File: config.mk
export PLATFORM = sky130hd
export DESIGN_NAME = alu_mc
export DESIGN_NICKNAME = d
export VERILOG_FILES = /design/src/rtl/alu_mc.sv
export SDC_FILE = /design/constraint.sdc
export NUM_CORES = 1
export LEC_CHECK = 0
export CORE_UTILIZATION = 50
export CTS_CLUSTER_DIAMETER = 120
export DETAILED_ROUTE_END_ITERATION = 6
export GPL_TIMING_DRIVEN = 0
export MAX_ROUTING_LAYER = met4
export PLACE_DENSITY = 0.76
export SLEW_MARGIN = 10
export SYNTH_ARGS = -nofsm -noshare
export SYNTH_HDL_FRONTEND = slang
export SYNTH_SLANG_ARGS = --single-unit
export TNS_END_PERCENT = 1
File: constraint.sdc
create_clock -name CLKb -period 5.2 [get_ports CLKb]
set_clock_uncertainty 0.05 [all_clocks]
set_input_delay 0.78 -clock CLKb [delete_from_list [all_inputs] [get_ports CLKb]]
set_output_delay 0.78 -clock CLKb [all_outputs]
set_load 0.01 [all_outputs]
File: src/rtl/alu_mc.sv
// Multi-cycle ALU on the shared operand bus: A/B operand registers, single-cycle
// arithmetic/logic/shift, iterative shift-add multiply and restoring divide.
module alu_mc #(
    parameter int WIDTH = 10,
    parameter int SHW   = $clog2(WIDTH) + 1
) (
    input  logic             CLKb,
    input  logic             RST,
    input  logic [WIDTH-1:0] OP,
    input  logic [3:0]       FN,
    input  logic             Ain,
    input  logic             Gin,
    input  logic             Gout,
    output logic [WIDTH-1:0] Q,
    output logic             Z,
    output logic             N,
    output logic             C,
    output logic             V,
    output logic             DZ,
    output logic             BUSY,
    output logic             DONE
);
    localparam int MSB = WIDTH - 1;
    localparam logic [3:0] FN_ADD = 4'b0010, FN_SUB = 4'b0011, FN_NEG = 4'b0100;
    localparam logic [3:0] FN_NOT = 4'b0101, FN_AND = 4'b0110, FN_OR  = 4'b0111;
    localparam logic [3:0] FN_XOR = 4'b1000, FN_LSL = 4'b1001, FN_LSR = 4'b1010;
    localparam logic [3:0] FN_ASR = 4'b1011, FN_MUL = 4'b1100, FN_DIV = 4'b1101;
    localparam logic [3:0] FN_REM = 4'b1110;
    localparam logic [WIDTH-1:0] W_VAL = WIDTH'(WIDTH);
    localparam logic [WIDTH-1:0] MIN_NEG = {1'b1, {(WIDTH-1){1'b0}}};

    typedef enum logic [1:0] {IDLE = 2'd0, MUL = 2'd1, DIV = 2'd2} state_t;

    state_t           state_r, state_s;
    logic [SHW-1:0]   cnt_r, cnt_s;
    logic [WIDTH-1:0] a_r, b_r, w_r, w_s, hi_r, hi_s, lo_r, lo_s, q_r, q_s;
    logic             z_r, z_s, n_r, n_s, c_r, c_s, v_r, v_s, dz_r, dz_s;
    logic             busy_r, busy_s, done_r, done_s, rem_r, rem_s;

    logic [WIDTH:0]   add_s, mul_sum_s, div_sh_s;
    logic [WIDTH-1:0] sub_s, neg_s, asr_s, div_diff_s, alu_q_s;
    logic             shift_big_s, alu_c_s, alu_v_s, alu_dz_s, div_ge_s;

    // Single-cycle result, carry and overflow for the function presented on FN
    always_comb begin
        add_s       = {1'b0, a_r} + {1'b0, b_r};
        sub_s       = a_r - b_r;
        neg_s       = {WIDTH{1'b0}} - b_r;
        asr_s       = $signed(a_r) >>> b_r;
        shift_big_s = (b_r >= W_VAL);
        alu_q_s     = '0;
        alu_c_s     = 1'b0;
        alu_v_s     = 1'b0;
        alu_dz_s    = 1'b0;
        case (FN)
            FN_ADD: begin
                alu_q_s = add_s[MSB:0];
                alu_c_s = add_s[WIDTH];
                alu_v_s = (a_r[MSB] == b_r[MSB]) && (add_s[MSB] != a_r[MSB]);
            end
            FN_SUB: begin
                alu_q_s = sub_s;
                alu_c_s = (a_r >= b_r);
                alu_v_s = (a_r[MSB] != b_r[MSB]) && (sub_s[MSB] != a_r[MSB]);
            end
            FN_NEG: begin
                alu_q_s = neg_s;
                alu_v_s = (b_r == MIN_NEG);
            end
            FN_NOT: alu_q_s = ~b_r;
            FN_AND: alu_q_s = a_r & b_r;
            FN_OR:  alu_q_s = a_r | b_r;
            FN_XOR: alu_q_s = a_r ^ b_r;
            FN_LSL: alu_q_s = shift_big_s ? {WIDTH{1'b0}} : (a_r << b_r);
            FN_LSR: alu_q_s = shift_big_s ? {WIDTH{1'b0}} : (a_r >> b_r);
            FN_ASR: alu_q_s = shift_big_s ? {WIDTH{a_r[MSB]}} : asr_s;
            // Only reached with B==0; nonzero divisors take the iterative path
            FN_DIV: begin
                alu_q_s  = {WIDTH{1'b1}};
                alu_dz_s = 1'b1;
            end
            FN_REM: begin
                alu_q_s  = a_r;
                alu_dz_s = 1'b1;
            end
            default: alu_q_s = '0;
        endcase
    end

    // One iteration step: hi/lo hold accumulator/multiplier or remainder/quotient
    always_comb begin
        mul_sum_s  = {1'b0, hi_r} + (lo_r[0] ? {1'b0, w_r} : {(WIDTH+1){1'b0}});
        div_sh_s   = {hi_r, lo_r[MSB]};
        div_ge_s   = (div_sh_s >= {1'b0, w_r});
        div_diff_s = div_sh_s[MSB:0] - w_r;
    end

    // FSM next state, working registers and result/flag update
    always_comb begin
        state_s = state_r;
        cnt_s   = cnt_r;
        w_s     = w_r;
        hi_s    = hi_r;
        lo_s    = lo_r;
        rem_s   = rem_r;
        q_s     = q_r;
        c_s     = c_r;
        v_s     = v_r;
        dz_s    = dz_r;
        busy_s  = busy_r;
        done_s  = 1'b0;
        case (state_r)
            IDLE: begin
                if (Gout) begin
                    if (FN == FN_MUL) begin
                        state_s = MUL;
                        cnt_s   = SHW'(WIDTH);
                        hi_s    = '0;
                        lo_s    = b_r;
                        w_s     = a_r;
                        busy_s  = 1'b1;
                    end else if (((FN == FN_DIV) || (FN == FN_REM)) && (b_r != '0)) begin
                        state_s = DIV;
                        cnt_s   = SHW'(WIDTH);
                        hi_s    = '0;
                        lo_s    = a_r;
                        w_s     = b_r;
                        rem_s   = (FN == FN_REM);
                        busy_s  = 1'b1;
                    end else begin
                        q_s    = alu_q_s;
                        c_s    = alu_c_s;
                        v_s    = alu_v_s;
                        dz_s   = alu_dz_s;
                        done_s = 1'b1;
                    end
                end else begin
                    state_s = IDLE;
                end
            end
            MUL: begin
                hi_s  = mul_sum_s[WIDTH:1];
                lo_s  = {mul_sum_s[0], lo_r[MSB:1]};
                cnt_s = cnt_r - SHW'(1);
                if (cnt_r == SHW'(1)) begin
                    state_s = IDLE;
                    busy_s  = 1'b0;
                    done_s  = 1'b1;
                    q_s     = lo_s;
                    c_s     = (hi_s != '0);
                    v_s     = 1'b0;
                    dz_s    = 1'b0;
                end else begin
                    state_s = MUL;
                end
            end
            DIV: begin
                hi_s  = div_ge_s ? div_diff_s : div_sh_s[MSB:0];
                lo_s  = {lo_r[MSB-1:0], div_ge_s};
                cnt_s = cnt_r - SHW'(1);
                if (cnt_r == SHW'(1)) begin
                    state_s = IDLE;
                    busy_s  = 1'b0;
                    done_s  = 1'b1;
                    q_s     = rem_r ? hi_s : lo_s;
                    c_s     = 1'b0;
                    v_s     = 1'b0;
                    dz_s    = 1'b0;
                end else begin
                    state_s = DIV;
                end
            end
            default: begin
                state_s = IDLE;
                busy_s  = 1'b0;
            end
        endcase
        // Z and N track Q only when a result is written; they hold otherwise
        if (done_s) begin
            z_s = (q_s == '0);
            n_s = q_s[MSB];
        end else begin
            z_s = z_r;
            n_s = n_r;
        end
    end

    // State, operand and output registers; all updates on the falling edge
    always_ff @(negedge CLKb or posedge RST) begin
        if (RST) begin
            state_r <= IDLE;
            cnt_r   <= '0;
            a_r     <= '0;
            b_r     <= '0;
            w_r     <= '0;
            hi_r    <= '0;
            lo_r    <= '0;
            rem_r   <= 1'b0;
            q_r     <= '0;
            z_r     <= 1'b0;
            n_r     <= 1'b0;
            c_r     <= 1'b0;
            v_r     <= 1'b0;
            dz_r    <= 1'b0;
            busy_r  <= 1'b0;
            done_r  <= 1'b0;
        end else begin
            state_r <= state_s;
            cnt_r   <= cnt_s;
            if (Ain) a_r <= OP;
            if (Gin) b_r <= OP;
            w_r     <= w_s;
            hi_r    <= hi_s;
            lo_r    <= lo_s;
            rem_r   <= rem_s;
            q_r     <= q_s;
            z_r     <= z_s;
            n_r     <= n_s;
            c_r     <= c_s;
            v_r     <= v_s;
            dz_r    <= dz_s;
            busy_r  <= busy_s;
            done_r  <= done_s;
        end
    end

    assign Q    = q_r;
    assign Z    = z_r;
    assign N    = n_r;
    assign C    = c_r;
    assign V    = v_r;
    assign DZ   = dz_r;
    assign BUSY = busy_r;
    assign DONE = done_r;
endmodule

**Yosys cells after proc, flatten, opt, wreduce, memory -nomap -nowiden**

Index checks and enable logic that the tools add are counted.

- Shift-type cells: 3
- Equality and inequality tests: 29
- Multiplexer cells: 59
- Add/sub/neg operators: 6
- Bitwise operators: 5
- Divide/modulo/power cells: 0
- Multiply operators: 0
- Reduce and logical (&&, ||, !) cells: 20
- Order comparisons: 3

Operators by type and width:

| operator | count |
|---|---|
| 2-to-1 mux 10 bit | 19 |
| case mux 10 bit (12 select lines) | 1 |
| case mux 10 bit (3 select lines) | 3 |
| == test 4 bit, second input constant | 7 |
| adder 10 x 10 -> 11 bit | 2 |
| 2-to-1 mux 1 bit | 20 |
| nonzero test 10 bit | 2 |
| subtractor 10 bit | 2 |
| == test 4 x 3 -> 1 bit, second input constant | 4 |
| 2-to-1 mux 5 bit | 3 |
| AND reduction 3 bit | 4 |
| >= comparator 11 x 10 -> 1 bit | 1 |
| bitwise AND 10 bit | 1 |
| == test 10 bit, second input constant | 1 |
| >= comparator 10 bit | 1 |
| >= comparator 10 x 4 -> 1 bit, second input constant | 1 |
| zero test 10 bit | 1 |
| != test 2 bit, second input constant | 5 |
| inverter 10 bit | 1 |
| bitwise OR 10 bit | 1 |
| case mux 1 bit (2 select lines) | 5 |
| case mux 5 bit (2 select lines) | 1 |
| << shifter 10 x 10 -> 10 bit | 1 |
| right shift 10 x 10 -> 10 bit | 1 |
| 26 further kinds | 37 |

- Latch bits: 0
- Output and inout bits: 17
- Logic and storage cells: 141
- Memories: 0
- Register bits after elaboration: 75
- RAM bits: 0
- Bits in read-only memories: 0
- Input bits: 19

**Logic depth before layout (Yosys ltp)**

Gate-level depths: netlist of run 1.

- Word-level depth: 8
- Depth in mapped cells: 15

==> results of run 1 <==
## placed cells by master, fill, tap and decap left out, drive strengths merged, types with 18 or more instances in the layout
master           n
inv             61
clkdlybuf4s50   29
a211oi          22
ha              58
mux2i           22
nand2          134
nand3           34
nor2            81
clkbuf          65
a21oi          105
buf             47
dfrtn           75
and2            18
nor3            42
o21ai          107
## what timing repair did
| item | 4_1_cts | 5_1_grt |
|---|---|---|
| setup buffers | 16 | 2 |
| gates resized for setup | 103 | 16 |
| cloned | 1 | 0 |
| endpoints found under the setup margin | 54 | 50 |
| pin swaps | 22 | 7 |
| endpoints found under the hold margin | 0 | 0 |
## metal layers
metal | vias to the layer above | part of all wire (%) | track usage [%]
li1 | 4264 | - | -
met1 | 4678 | 42 | 61.5
met2 | 767 | 40 | 59.0
met3 | 117 | 14 | 14.2
met4 | 0 | 3.8 | 17.0
met5 | - | 0 | -
## per-stage QoR
step	worst slack [ns]	TNS, ns	utilization [%]	instances
6_report	-0.816	-9.02	60.1	1411
5_1_grt	-0.811	-11.88	60.1	1411
4_1_cts	-0.760	-5.41	59.6	1409
3_5_place_dp	-2.06	-57.16	55.0	1379
3_3_place_gp	-2.16	-161.16	54.8	1378
2_1_floorplan	-0.527	-3.02	-	1125
## layout make-up
| type | count | area (um2) |
|---|---|---|
| tap | 220 | 275 |
| sequential | 75 | 1880 |
| fill | 1558 | 6590 |
| multi-input combinational | 909 | 6260 |
| clock inverter | 3 | 46.3 |
| buffer | 77 | 437 |
| clock buffer | 12 | 256 |
| inverter | 62 | 245 |
| timing repair buffer | 53 | 539 |
## power by group through the flow
stage	combinational, W	sequential, W	clock (W)
3_3_place_gp	0.00211	0.000960	0
4_1_cts	0.00225	0.000955	0.000677
3_5_place_dp	0.00214	0.000964	0
5_1_grt	0.00251	0.000980	0.000696
2_1_floorplan	0.00142	0.000921	0
6_report	0.00236	0.000963	0.000679
## registers in the layout, summed over array words and instances, names as in the netlist, 2 cells and up
name     count
Q           10
a_r         10
b_r         10
hi_r        10
lo_r        10
w_r         10
cnt_r        5
state_r      2
## cells by family (layout without fill, tap and decap cells)
group                    after synthesis  after routing
multiplexers                          36             36
buffers and inverters                141            207
flip-flops                            75             75
adder cells (fa/ha/maj)               62             62
AND/OR/NAND/NOR                      385            385
XOR/XNOR                              25             25
AO/OA/AOI/OAI                        401            401
## final timing paths
kind	startpoint	end	slack [ns]	cells after the start
worst min register to register	C	C	0.38	2
worst min-delay path	C	C	0.38	2
worst max register to register	a_r[4]	Z	0.25	12
max in group asynchronous	RST	Q[0]	1.24	3
min in group asynchronous	RST	a_r[1]	3.23	2
worst max-delay path	FN[2]	Z	-0.82	11
## critical path: cells and delay by family
family	cells	cell delay, ns
AOI/OAI and AO/OA	6	1.82
and+or+nand+nor	2	0.73
buffers and inverters	3	0.37
## cells in the mapped netlist (all sizes together), types with 9 or more instances
master  instances
a22o           13
xnor2          17
a22oi          10
o22ai          13
o31ai          15
mux4           11
o21ai         107
nor2           81
clkbuf         55
nor3           42
nand3          34
a211oi         22
a32oi          12
mux2i          22
o211ai          9
buf            24
inv            62
nor2b          13
nand2         134
and2           18
a21oi         105
ha             58
nand4           9
nand2b         10
dfrtn          75
a31oi          14
a21o           11
==> results.txt, run 1 <==
----------------------------------------------------
[Status]
  Outcome ... complete, but fails checks
  Failing checks ... design-rule violations, negative setup slack

[Clock network]
  H-Tree Level Count ... 3
  Later-pin clock latency in the skew report ... about 0.36 ns
  Cell at the root of the clock tree ... sky130_fd_sc_hd__clkbuf_16
  Number of hold buffers added after cts ... 0
  Clock-pin slew on the worst setup and hold paths ... 0.05 ns
  TritonCTS clock tree ... done
  TritonCTS Buffers ... 9
  Buffers from clock root to sink, at most ... 2
  CTS Sinks ... 75

[Timing]
  Worst-Margin Slew ... 0.947 ns
  Hold Violations, Final ... 0
  Total count of max-transition violations in the final report ... 0
  Worst setup slack after layout ... -0.816 ns
  Slew margin rel. ... 35.2%
  Post-route worst hold slack ... 0.383 ns
  Setup repair after global routing missed its margin ... true
  Total of endpoints with negative setup slack in the final report ... 45

[Logic synthesis]
  Primary flip-flop cell chosen by synthesis mapping ... sky130_fd_sc_hd__dfrtn_1
  Post-synthesis mux area share ... 5.94%
  Post-Synth XOR/XNOR Area ... 2.59%
  Sequential-to-total area share from yosys stat ... 22.2%
  Cell count after synthesis ... 1125
  Number of enable flip-flop cells after synthesis ... 0
  Largest family of logic cells by synthesized area ... compound AO/OA/AOI/OAI gates
  Area fraction in compound gates after synthesis ... 30.6%
  Avg Inst Size Synth ... 7.51 um2
  Cell area after synthesis ... 8450 um2
  Share of synthesized cell area in full adder, half adder and majority cells ... 9.54%
  Share of flip-flops with an asynchronous set or reset after synthesis ... 100%
  Number of synthesized register bits ... 75
  Synth area leaders ... sky130_fd_sc_hd__dfrtn_1, sky130_fd_sc_hd__ha_1, sky130_fd_sc_hd__o21ai_0
  Post-synthesis cell type count ... 83
  Top-area cell type share of the netlist area ... 22.2%
  Largest area contributor in the netlist ... sky130_fd_sc_hd__dfrtn_1
  Synthesized net count ... roughly 1200
  Simple-gate area share of the yosys netlist ... ~22%
  Yosys synthesis warning count ... 0

[Power and ir drop]
  Clock power share ... 17.0%
  Cell Pwr Density ... 403 nW/um2
  Part of the total power dissipated in sequential elements ... roughly 24%
  Switch share ... between 40% and 50%
  Fraction of power consumed by combinational cells ... approximately three fifths
  Static Leakage ... around 4 nW
  Internal power of the cells ... a little over 0.002 W
  Worst VDD drop ... 0.295 mV
  Switching power ... a little under 0.002 W
  Total design power ... 0.00400 W

[Floorplan]
  Rows ... between 40 and 50
  Height of the chip ... approximately 130 um
  Die footprint ... 17400 um2
  I/O Pins ... 36
  Initial Util ... 51.1%
  Core Footprint ... 16500 um2
  Die width ... 132 um

[Finish]
  Final Net Count ... between 1000 and 1500
  Post-synthesis to final-layout area growth ... 17.6%
  ANT cells ... 0
  Final non-filler cell area ... 9930 um2
  Fraction of layout cells with a size suffix above 1 ... approximately an eighth

[Job]
  Max-cap violations ... 0

[Worst setup path]
  Element type at the critical path start ... input pin
  Critical setup path kind ... input pin to flip-flop
  Maximum cell stage delay along the critical path ... 0.60 ns
  CP max-delay cell ... sky130_fd_sc_hd__a222oi_1
  Peak fanout along the critical path ... 8
  CP Cell Sequence ... buf_12 -> buf_8 -> buf_8 -> o21ai_4 -> o221ai_2 -> a222oi_1 -> o221ai_1 -> a211o_1 -> or2_1 -> or4b_4 -> o41ai_4
  Cell repeated most along the worst path ... sky130_fd_sc_hd__buf_8
  Critical Path Sink Type ... flip-flop
  Required time worst endpoint ... 2.88 ns
  Data arrival time of the worst path ... 3.69 ns

[Global route]
  Global router's overall resource usage ... 44.3%
  Number of global-route vias before repair ... about 9200
  Pin count of the biggest net entering global routing ... 43
  Antenna violations before repair ... 0
  Global-route wire length before repair ... roughly 56000 um
  Total grt overflow ... 0

[Place]
  Total placed instance area ... ~9100 um2
  Global placer's final weighted congestion ... slightly above 1
  DP HPWL ... 28100 um
  Port bufs ... 33

[Detailed routing]
  TritonRoute pass-1 iters ... 7
  Wire per inst ... between 20 and 30 um
  Via density per instance ... between 6 and 7
  Iteration-0 DRC Markers ... 1432
  Vias after detailed routing ... 9826
  DRT Wirelength ... 37100 um
  Residual antenna-violating net count after detailed routing ... 0
  DRC Markers ... 3

[Min path]
  Worst hold path class ... flip-flop to flip-flop

----------------------------------------------------
Power figures use the tool's default switching activity.
==> inputs of run 2 (changes only) <==
- ABC_AREA: unset -> 1
==> results.txt, run 2 <==
----------------------------------------------------
[Logic synthesis]
  Post-Synth XOR/XNOR Area ... roughly 1.9%
  Leading post-synthesis cells by instance count ... sky130_fd_sc_hd__nand2_1, sky130_fd_sc_hd__inv_1, sky130_fd_sc_hd__o21ai_0
  Primary flip-flop cell chosen by synthesis mapping ... sky130_fd_sc_hd__dfrtn_1
  Number of synthesized register bits ... 75
  Cell count after synthesis ... 1329
  Post-synthesis mux area share ... 0%
  Number of enable flip-flop cells after synthesis ... 0
  Share of flip-flops with an asynchronous set or reset after synthesis ... 100%
  Synth area leaders ... sky130_fd_sc_hd__dfrtn_1, sky130_fd_sc_hd__nand2_1, sky130_fd_sc_hd__ha_1
  Top-area cell type share of the netlist area ... 22.5%
  Leading cell type by number of instances after synthesis ... sky130_fd_sc_hd__nand2_1
  Largest area contributor in the netlist ... sky130_fd_sc_hd__dfrtn_1
  Cell area after synthesis ... roughly 8400 um2
  Yosys synthesis warning count ... 0
  Simple-gate area share of the yosys netlist ... 36.8%
  Area fraction in compound gates after synthesis ... 18.3%
  Avg Inst Size Synth ... 6.28 um2
  Post-synthesis cell type count ... 60
  Largest family of logic cells by synthesized area ... simple AND/OR/NAND/NOR gates
  Share of synthesized cell area in full adder, half adder and majority cells ... 9.65%
  Synthesized net count ... 1410
  Sequential-to-total area share from yosys stat ... 22.5%

[Min path]
  Launch point of the worst hold path ... Z
  Worst hold path class ... flip-flop to flip-flop
  Worst hold path stage count ... 2
  Hold endpoint ... Z

[Floorplan]
  Height of the chip ... 131 um
  Initial Util ... 51.8%
  Core Footprint ... 16100 um2
  I/O Pins ... 36
  Die footprint ... 17200 um2
  Die width ... 131 um
  Rows ... 46

[Worst setup path]
  Element type at the critical path start ... input pin
  Register-to-register setup slack ... approximately 1.6 ns
  RR Startpoint ... b_r[2]
  Critical Path Sink Type ... flip-flop
  Required time worst endpoint ... 2.76 ns
  Peak fanout along the critical path ... 4
  Data arrival time of the worst path ... 2.70 ns
  Logic depth of the worst register-to-register path ... 20
  Critical setup path kind ... input pin to flip-flop
  Endpoint of the worst-slack reg-to-reg timing path ... N

[Clock network]
  CTS Sinks ... 75
  TritonCTS Buffers ... 9
  Later-pin clock latency in the skew report ... 0.36 ns
  Buffers from clock root to sink, at most ... 2
  H-Tree Level Count ... 3
  Clock-pin slew on the worst setup and hold paths ... 0.05 ns
  TritonCTS clock tree ... done
  Number of hold buffers added after cts ... 0
  Cell at the root of the clock tree ... sky130_fd_sc_hd__clkbuf_16

[Detailed routing]
  DRT Wirelength ... 31900 um
  Wire per inst ... 19.9 um
  Via density per instance ... 5.94
  DRC Markers ... 0
  Iteration-0 DRC Markers ... 874
  TritonRoute pass-1 iters ... 5
  Vias after detailed routing ... 9519
  Residual antenna-violating net count after detailed routing ... 0

[Global route]
  Pin count of the biggest net entering global routing ... 34
  Global router's overall resource usage ... 38.4%
  Global-route wire length before repair ... about 49000 um
  Total grt overflow ... 0
  Antenna violations before repair ... 0
  Number of global-route vias before repair ... 8835

[Timing]
  Total of endpoints with negative setup slack in the final report ... 0
  Total count of max-transition violations in the final report ... 0
  Hold Violations, Final ... 0
  Setup repair after global routing missed its margin ... true
  Worst-Margin Slew ... 0.771 ns
  Worst setup slack after layout ... 0.0661 ns
  Post-route worst hold slack ... 0.379 ns
  Slew margin rel. ... 48.6%

[Finish]
  Final Net Count ... 1463
  ANT cells ... 0
  Post-synthesis to final-layout area growth ... 13.7%
  Most frequent cells in the layout ... sky130_fd_sc_hd__nand2_1, sky130_fd_sc_hd__inv_1, sky130_fd_sc_hd__o21ai_0
  Fraction of layout cells with a size suffix above 1 ... 11.0%
  Most common cell after layout, fill and taps aside ... sky130_fd_sc_hd__nand2_1

[Place]
  Setup slack after placement ... -0.902 ns
  Global placer's final weighted congestion ... 1.01
  Port bufs ... 33
  DP HPWL ... 24900 um

[Job]
  Max-cap violations ... 0

[Status]
  Outcome ... completed

[Power and ir drop]
  Worst VDD drop ... 0.217 mV
  Static Leakage ... 4.78 nW
  Cell Pwr Density ... roughly 430 nW/um2

----------------------------------------------------
==> run 2: worst max path at each step <==
stage / depth (start not counted) / slack (ns) / to / start
6_report: 19 / 0.07 / Z / FN[2]
5_1_grt: 18 / -0.02 / Z / FN[2]
4_1_cts: 19 / 0.004 / Z / FN[0]
3_5_place_dp: 11 / -0.90 / hi_r[2] / FN[3]
3_3_place_gp: 17 / -0.87 / Z / FN[3]
2_1_floorplan: 16 / 0.33 / Z / FN[3]
==> run 2: cell type report <==
| type | count | area (um2) |
|---|---|---|
| fillers | 1630 | 6620 |
| multi-input cells | 1029 | 5700 |
| flip-flops and latches | 75 | 1880 |
| inverters | 182 | 694 |
| repair buffers | 42 | 404 |
| well taps | 216 | 270 |
| plain buffers | 43 | 234 |
| clock buffers | 9 | 225 |
| clock inverters | 6 | 88.8 |
==> run 2: critical path, cell delays in order <==
cell and delay, ns:
sky130_fd_sc_hd__clkdlybuf4s15_2 0.27, sky130_fd_sc_hd__nand2_2 0.10, sky130_fd_sc_hd__buf_4 0.14, sky130_fd_sc_hd__nor2_1 0.35, sky130_fd_sc_hd__nand2_1 0.13, sky130_fd_sc_hd__nand3_1 0.11
sky130_fd_sc_hd__nor2_1 0.05, sky130_fd_sc_hd__nand3_1 0.07, sky130_fd_sc_hd__nor2_2 0.06, sky130_fd_sc_hd__nand2_1 0.07, sky130_fd_sc_hd__nor2_1 0.05, sky130_fd_sc_hd__nand2_1 0.08
sky130_fd_sc_hd__nand2_1 0.07, sky130_fd_sc_hd__nand3_2 0.09, sky130_fd_sc_hd__nor2_1 0.04, sky130_fd_sc_hd__nand2_1 0.07, sky130_fd_sc_hd__nor2_2 0.04, sky130_fd_sc_hd__nand3_1 0.07
sky130_fd_sc_hd__nand2_1 0.04
==> run 2: logic make-up (layout without fill, tap and decap cells) <==
group	after synthesis	after routing
xor gates and xnor gates	18	18
buffers and inverters	225	282
DFF	75	75
AOI/OAI and AO/OA	263	263
adders and majority gates	62	62
and+or+nand+nor	686	686
==> run 2: routing by layer <==
layer	track usage, %	vias up	part of all wire (%)
met1	47.3	4413	41
met3	5.75	116	7.9
met2	60.2	507	46
li1	-	4483	-
met4	21.1	0	5.5
met5	-	-	0
==> run 2: through the flow <==
stage | std cells | area (um2) | utilization [%] | setup TNS, ns | power, W
2_1_floorplan | 1329 | 8350 | - | 0 | 0.00259
6_report | 1602 | 9500 | 58.9 | 0 | 0.00410
5_1_grt | 1602 | 9500 | 58.9 | -0.0284 | 0.00442
3_3_place_gp | 1578 | 8950 | 55.6 | -33.36 | 0.00327
4_1_cts | 1599 | 9430 | 58.5 | 0 | 0.00404
3_5_place_dp | 1580 | 8990 | 55.8 | -34.46 | 0.00331
==> run 2: power breakdown <==
part | leakage (nW) | switching [W] | internal, W | total (W)
Combinational | 3.68 | 0.00162 | 0.000853 | 0.00247
Clock | 0.148 | 0.000276 | 0.000418 | 0.000694
Sequential | 0.948 | 0.000154 | 0.000783 | 0.000936
==> run 2: timing repair <==
action                     in CTS  in global routing
pin swaps                       4                  5
setup buffers                   3                  2
cloned                          1                  1
resized for setup              43                 24
setup endpoints to repair      46                 33
